===== config.mk =====
export PLATFORM = sky130hd
export DESIGN_NAME = pe_channel_accum_flat
export DESIGN_NICKNAME = d
export VERILOG_FILES = /design/src/rtl/pe_channel_accum_if.sv /design/src/rtl/pe_channel_accum.sv /design/src/flat_wrapper.sv
export SDC_FILE = /design/constraint.sdc
export NUM_CORES = 1
export LEC_CHECK = 0
export CAP_MARGIN = 20
export CORE_ASPECT_RATIO = 1.2
export CORE_MARGIN = 5
export CORE_UTILIZATION = 35
export CTS_CLUSTER_SIZE = 14
export DETAILED_ROUTE_END_ITERATION = 10
export PLACE_DENSITY = 0.51
export REMOVE_ABC_BUFFERS = 1
export SETUP_SLACK_MARGIN = 0.1
export SLEW_MARGIN = 15
export SYNTH_ARGS = -nofsm -noshare
export SYNTH_HDL_FRONTEND = slang
export SYNTH_SLANG_ARGS = --single-unit

===== constraint.sdc =====
create_clock -name clk -period 4 [get_ports clk]
set_clock_uncertainty 0.1 [all_clocks]
set_input_delay 0.8 -clock clk [delete_from_list [all_inputs] [get_ports clk]]
set_output_delay 0.8 -clock clk [all_outputs]
set_load 0.03 [all_outputs]

===== src/rtl/pe_channel_accum_if.sv =====
// Window-beat and result bundle between the line-buffer logic and the convolution PE.
// The master drives window beats; the slave (the PE) returns accumulated results.
interface pe_channel_accum_if #(
    parameter int PIC_BITS    = 2,
    parameter int WEIGHT_BITS = 3,
    parameter int KERNEL_SIZE = 5,
    parameter int RESULT_BITS = 16
);
    localparam int N = KERNEL_SIZE * KERNEL_SIZE;

    logic                   in_valid;
    logic [PIC_BITS-1:0]    pic    [N];
    logic [WEIGHT_BITS-1:0] weight [N];
    logic [RESULT_BITS-1:0] bias;
    logic [RESULT_BITS-1:0] result;
    logic                   result_valid;
    logic                   sat_flag;

    modport master (
        output in_valid, pic, weight, bias,
        input  result, result_valid, sat_flag
    );

    modport slave (
        input  in_valid, pic, weight, bias,
        output result, result_valid, sat_flag
    );
endinterface


===== src/rtl/pe_channel_accum.sv =====
// Integer convolution PE: KxK multiply, registered adder tree, accumulation over CHANNELS
// beats with bias, then optional ReLU and saturation/truncation to RESULT_BITS.
module pe_channel_accum #(
    parameter int PIC_BITS    = 2,
    parameter int WEIGHT_BITS = 3,
    parameter int KERNEL_SIZE = 5,
    parameter int CHANNELS    = 3,
    parameter int RESULT_BITS = 16,
    parameter bit SIGNED      = 1'b0,
    parameter bit RELU        = 1'b0,
    parameter bit SATURATE    = 1'b1
) (
    input  logic              clk,
    input  logic              rst_n,
    pe_channel_accum_if.slave bus
);
    localparam int N           = KERNEL_SIZE * KERNEL_SIZE;
    localparam int PROD        = PIC_BITS + WEIGHT_BITS;
    localparam int TREE_STAGES = $clog2(N);
    localparam int ACC         = PROD + $clog2(N * CHANNELS) + 1;
    // Accumulator holds the bias at full range (plus a sign bit when unsigned) and one carry.
    localparam int AW          = ((ACC > RESULT_BITS + 1) ? ACC : RESULT_BITS + 1) + 1;
    localparam int CW          = (CHANNELS > 1) ? $clog2(CHANNELS) : 1;

    localparam logic signed [AW-1:0] SAT_MAX = SIGNED ? AW'({(RESULT_BITS-1){1'b1}})
                                                      : AW'({RESULT_BITS{1'b1}});
    localparam logic signed [AW-1:0] SAT_MIN = SIGNED ? ~SAT_MAX : '0;

    function automatic logic signed [ACC-1:0] ext_pic(input logic [PIC_BITS-1:0] v);
        if (SIGNED) return ACC'(signed'(v));
        return ACC'(v);
    endfunction

    function automatic logic signed [ACC-1:0] ext_wt(input logic [WEIGHT_BITS-1:0] v);
        if (SIGNED) return ACC'(signed'(v));
        return ACC'(v);
    endfunction

    function automatic logic signed [AW-1:0] ext_bias(input logic [RESULT_BITS-1:0] v);
        if (SIGNED) return AW'(signed'(v));
        return AW'(v);
    endfunction

    logic [CW-1:0]          chan_cnt_q, chan_cnt_d;
    logic                   first_d, last_d;
    logic [TREE_STAGES:0]   vld_q, fst_q, lst_q;
    logic [RESULT_BITS-1:0] bias_q [TREE_STAGES+1];
    logic signed [ACC-1:0]  lvl_d  [TREE_STAGES+1][N];
    logic signed [ACC-1:0]  lvl_q  [TREE_STAGES+1][N];
    logic signed [AW-1:0]   acc_q, acc_d;
    logic                   acc_done_q;
    logic signed [AW-1:0]   relu_d;
    logic [RESULT_BITS-1:0] result_d, result_q;
    logic                   sat_d, sat_flag_q, result_valid_q;

    // NOTE: every signal written in always_comb gets a default first, so no path can infer a latch.
    always_comb begin
        first_d    = (chan_cnt_q == '0);
        last_d     = (chan_cnt_q == CW'(CHANNELS - 1));
        chan_cnt_d = last_d ? '0 : chan_cnt_q + 1'b1;
    end

    // Level 0 holds products; each later level sums pairs, zero-padded slots make the odd one pass.
    always_comb begin
        for (int l = 0; l <= TREE_STAGES; l++) begin
            for (int i = 0; i < N; i++) lvl_d[l][i] = '0;
        end
        for (int i = 0; i < N; i++) lvl_d[0][i] = ext_pic(bus.pic[i]) * ext_wt(bus.weight[i]);
        for (int l = 1; l <= TREE_STAGES; l++) begin
            for (int i = 0; i < N; i++) begin
                if (2 * i + 1 < N)  lvl_d[l][i] = lvl_q[l-1][2*i] + lvl_q[l-1][2*i+1];
                else if (2 * i < N) lvl_d[l][i] = lvl_q[l-1][2*i];
            end
        end
    end

    // NOTE: datapath registers carry no reset; only the valid/first/last tags and the accumulator
    // decide what is observable, so clearing wide data arrays would cost routing for nothing.
    always_ff @(posedge clk) begin
        lvl_q     <= lvl_d;
        bias_q[0] <= bus.bias;
        for (int s = 1; s <= TREE_STAGES; s++) bias_q[s] <= bias_q[s-1];
    end

    // NOTE: sequential state uses non-blocking assignments so every register samples pre-edge values.
    always_ff @(posedge clk) begin
        if (rst_n) begin
            chan_cnt_q <= '0;
            vld_q      <= '0;
            fst_q      <= '0;
            lst_q      <= '0;
        end else begin
            vld_q[0] <= bus.in_valid;
            fst_q[0] <= first_d;
            lst_q[0] <= last_d;
            for (int s = 1; s <= TREE_STAGES; s++) begin
                vld_q[s] <= vld_q[s-1];
                fst_q[s] <= fst_q[s-1];
                lst_q[s] <= lst_q[s-1];
            end
            if (bus.in_valid) chan_cnt_q <= chan_cnt_d;
        end
    end

    always_comb begin
        acc_d = acc_q;
        if (vld_q[TREE_STAGES]) begin
            acc_d = (fst_q[TREE_STAGES] ? ext_bias(bias_q[TREE_STAGES]) : acc_q)
                  + AW'(lvl_q[TREE_STAGES][0]);
        end
    end

    always_ff @(posedge clk) begin
        if (rst_n) begin
            acc_q      <= '0;
            acc_done_q <= 1'b0;
        end else begin
            acc_q      <= acc_d;
            acc_done_q <= vld_q[TREE_STAGES] & lst_q[TREE_STAGES];
        end
    end

    // ReLU is applied before the clamp, so zeroing a negative sum never raises sat_flag.
    always_comb begin
        relu_d = acc_q;
        if (RELU && acc_q[AW-1]) relu_d = '0;
        result_d = relu_d[RESULT_BITS-1:0];
        sat_d    = 1'b0;
        if (SATURATE && (relu_d > SAT_MAX)) begin
            result_d = SAT_MAX[RESULT_BITS-1:0];
            sat_d    = 1'b1;
        end else if (SATURATE && (relu_d < SAT_MIN)) begin
            result_d = SAT_MIN[RESULT_BITS-1:0];
            sat_d    = 1'b1;
        end
    end

    always_ff @(posedge clk) begin
        if (rst_n) begin
            result_q       <= '0;
            result_valid_q <= 1'b0;
            sat_flag_q     <= 1'b0;
        end else begin
            result_valid_q <= acc_done_q;
            sat_flag_q     <= acc_done_q & sat_d;
            if (acc_done_q) result_q <= result_d;
        end
    end

    assign bus.result       = result_q;
    assign bus.result_valid = result_valid_q;
    assign bus.sat_flag     = sat_flag_q;
endmodule


===== src/flat_wrapper.sv =====
// flat-port wrapper written by rule: the top's interface ports become plain ports
module pe_channel_accum_flat 
#(
    parameter int PIC_BITS    = 2,
    parameter int WEIGHT_BITS = 3,
    parameter int KERNEL_SIZE = 5,
    parameter int CHANNELS    = 3,
    parameter int RESULT_BITS = 16,
    parameter bit SIGNED      = 1'b0,
    parameter bit RELU        = 1'b0,
    parameter bit SATURATE    = 1'b1
)
  (clk, rst_n, bus_in_valid, bus_pic, bus_weight, bus_bias, bus_result, bus_result_valid, bus_sat_flag);
  pe_channel_accum_if #(.PIC_BITS(PIC_BITS), .WEIGHT_BITS(WEIGHT_BITS), .KERNEL_SIZE(KERNEL_SIZE), .RESULT_BITS(RESULT_BITS)) bus_i ();
  input  logic clk;
  input  logic rst_n;
  input wire logic [$bits(bus_i.in_valid)-1:0] bus_in_valid;
  input wire logic [$bits(bus_i.pic)-1:0] bus_pic;
  input wire logic [$bits(bus_i.weight)-1:0] bus_weight;
  input wire logic [$bits(bus_i.bias)-1:0] bus_bias;
  output wire logic [$bits(bus_i.result)-1:0] bus_result;
  output wire logic [$bits(bus_i.result_valid)-1:0] bus_result_valid;
  output wire logic [$bits(bus_i.sat_flag)-1:0] bus_sat_flag;
  assign bus_i.in_valid = bus_in_valid;
  assign bus_i.pic = {>>{bus_pic}};
  assign bus_i.weight = {>>{bus_weight}};
  assign bus_i.bias = bus_bias;
  assign bus_result = bus_i.result;
  assign bus_result_valid = bus_i.result_valid;
  assign bus_sat_flag = bus_i.sat_flag;
  pe_channel_accum #(.PIC_BITS(PIC_BITS), .WEIGHT_BITS(WEIGHT_BITS), .KERNEL_SIZE(KERNEL_SIZE), .CHANNELS(CHANNELS), .RESULT_BITS(RESULT_BITS), .SIGNED(SIGNED), .RELU(RELU), .SATURATE(SATURATE)) u_core (.clk(clk), .rst_n(rst_n), .bus(bus_i));
endmodule

==> results.md <==
- Post-synth EDFFs: 0
- Slew @ Worst Pin: 0.940 ns
- Mapped cell area: 18,500 um2
- TritonCTS Buffers: 47
- Initial antenna violation count: 0
- Most frequent cell after synthesis: dfxtp_1
- Worst Path Buf+Inv: 1
- Dominant synthesized flop cell: dfxtp_1
- Finished Layout Cells: 2,647
- Grt total ovfl: 0
- Worst r2r src: u_core.fst_q[5]$_SDFF_PP0_
- Largest cells by area after synthesis: dfxtp_1, ha_1, fa_1
- Final setup TNS: 0 ns
- Cell Rows: 92
- Die Area: 57,500 um2
- Die Ht: 262 um
- Multi-input gate area: 8410 um2
- Critical Path Sink Type: register
- Placer Congestion: 0.816
- Initial Utilization: 35.3%
- Worst setup SP type: register
- I/O pins: 162
- Global-route wire length before repair: 53,000 um
- Rel. slew slack: 37.2%
- Final hold viol count: 0
- Die Wd: 220 um
- DRT iter0 DRCs: 324
- Pwr Total: 13.4 mW
- IO Port Bufs: 161
- VDD IR-drop max: 0.314 mV
- Worst reg2reg path depth: 9
- Clk Tree Root Cell: clkbuf_16
- CTS tree: yes
- Critical Path AT: 3.35 ns
- Crit Path Max Fanout: 17
- Crit path max-delay cell type: dfxtp_1
- Min-Delay Path Class: register to register
- Run status: completed
- Fillers: 4,995
- Critical path's most frequent cell: a21oi_1
- Leakage: 10.4 nW
- Path length in cells of the critical path: 9
- Placement Cell Area: 20,900 um2
- Tot GR Track Use: 11.1%
- Worst path max stage delay: 0.56 ns
- Mapped Cells: 1,713
- Hold_buf cts: 0
- FF-to-FF End: u_core.acc_q[12]$_SDFFE_PP0P_
- Share of cells above drive strength 1: 5.05%
- Ant diodes: 0
- Post-CTS Setup Repair Bufs: 0
- Post-DP HPWL: 24,200 um
- Crit path time final: 2.94 ns
- Layout area overhead: 21.9%
- Vias in the first global route: 11,836
- Yosys cell types: 55
- Share of the synthesized area in the top cell type: 49.8%
- Worst slack, placed: 1.03 ns
- Final Cell Area: 22,500 um2
- RSZ-0062 raised after global routing: false
- CP delay by family, top: simple AND/OR/NAND/NOR gates
- Post-route setup slack: 1.06 ns
- Crit path capture: u_core.acc_q[12]$_SDFFE_PP0P_
- Drt wl/cell: 11.8 um
- Placed cell count: 2,562
- Hold slack final: 0.218 ns
- Pin count of the biggest net entering global routing: 63
- Post-synth ARST share: 0%
- Post-synthesis register bit count: 459
- Final period util: 73.6%
- Power Dens Cells: 595 nW/um2
- Clk sinks: 459
- WP data required: 4.41 ns
- Max Clock Freq: 340 MHz
- Final nets: 2,299
- DR vias: 11,387
- Post-synth top area cell: dfxtp_1
- Final setup violation count: 0
- Final slew viol count: 0
- Max-cap viol count: 0
- Register Area: 9190 um2
- Final Core Density: 43.0%
- Vias per cell: 4.30
- DRT antenna net count: 0
- Clock transition at path regs: 0.06 ns
- Drc violations: 0
- Drt total wl: 31,300 um
- Worst-path cell chain: buf_4 -> mux2_2 -> ha_1 -> a21oi_1 -> nand2_1 -> o211ai_2 -> a21oi_1 -> or4b_1 -> nand4_1
- DRT Pass-1 Iters: 6
- Clock latency on the worst-skew pair: 0.57 ns
- Ys Warns: 0
- Core area: 52,400 um2
- Most frequent cells after synthesis: dfxtp_1, ha_1, inv_1
- CP startpoint: u_core.fst_q[5]$_SDFF_PP0_
- H-tree depth: 2
- Synth Area per Inst: 10.8 um2
- Critical setup path kind: register to register
- Clock Path Buffers: 3
- Sequential area share after synthesis: 49.8%
- Flop2flop setup slack: 1.06 ns
- Post-CTS resize count: 0
cell type report:
type	instances	share of cell area, %
tap	705	3.92
sequential	459	40.8
inverter	199	3.32
clock inverter	19	1.51
multi-input combinational	1035	37.4
timing repair buffer	164	7.24
clock buffer	66	5.85
worst min path at each step:
stage,end,depth (start not counted),from,slack [ns]
6_report,u_core.bias_q[5][10]$_DFF_P_,0,u_core.bias_q[4][10]$_DFF_P_,0.22
5_1_grt,u_core.bias_q[3][4]$_DFF_P_,0,u_core.bias_q[2][4]$_DFF_P_,0.22
4_1_cts,u_core.bias_q[3][4]$_DFF_P_,0,u_core.bias_q[2][4]$_DFF_P_,0.22
3_5_place_dp,u_core.bias_q[2][6]$_DFF_P_,0,u_core.bias_q[1][6]$_DFF_P_,0.21
3_3_place_gp,u_core.lvl_q[1212]$_DFF_P_,0,u_core.lvl_q[1459]$_DFF_P_,0.21
2_1_floorplan,u_core.bias_q[1][0]$_DFF_P_,0,u_core.bias_q[0][0]$_DFF_P_,0.21
cell families (layout without fill, tap and decap cells):
family | count (synthesis) | in the layout | synth area share, %
flops | 459 | 459 | 49.8
simple gates | 382 | 382 | 10.4
fa+ha+maj | 249 | 249 | 18.9
compound gates | 243 | 243 | 8.31
buf+inv | 219 | 448 | 4.71
xor+xnor | 125 | 125 | 5.93
mux | 36 | 36 | 2.01
routing by layer:
| metal | global-route usage (%) | up-vias | wire, um |
|---|---|---|---|
| li1 | - | 5970 | - |
| met2 | 20.1 | 185 | 15600 |
| met1 | 12.8 | 5166 | 13500 |
| met3 | 2.50 | 66 | 1330 |
| met5 | 0 | - | 0 |
| met4 | 3.88 | 0 | 848 |
worst register-to-register path, stage by stage, from the launching register on:
cell	delay [ns]
dfxtp_1	0.56
buf_4	0.30
mux2_2	0.36
ha_1	0.35
a21oi_1	0.21
nand2_1	0.10
o211ai_2	0.21
a21oi_1	0.13
or4b_1	0.49
nand4_1	0.08
flip-flops by register name, indices dropped and copies added (netlist names):
signal,count
u_core.acc_q,18
u_core.lst_q,6
u_core.bus.result_valid,1
u_core.bus.result,16
u_core.vld_q,6
u_core.bus.sat_flag,1
u_core.bias_q,96
u_core.lvl_q,301
u_core.chan_cnt_q,2
u_core.acc_done_q,1
u_core.fst_q,6
u_core.lvl_d,5
cell usage in the layout, fill, tap and decap left out, drive strengths merged, types with 4 or more instances in the layout:
cell           instances
a21boi                 4
a21o                  54
a21oi                103
a31oi                  4
and2                  98
and3                   7
buf                    4
bufinv                 9
clkbuf                66
clkdlybuf4s50        160
clkinv                 4
dfxtp                459
fa                    50
ha                   199
inv                  202
mux2                   9
mux2i                 27
nand2                 84
nand2b                16
nand3                 11
nand4                  4
nor2                 105
nor2b                 34
nor3                   9
nor3b                  6
o211ai                 7
o21a                   4
o21ai                 36
o21bai                13
xnor2                 99
xor2                  26
power by group:
part	switching, mW	internal (mW)
Combinational	1.53	1.57
Sequential	0.308	5.36
Clock	1.75	2.88
Power figures use the tool's default switching activity.
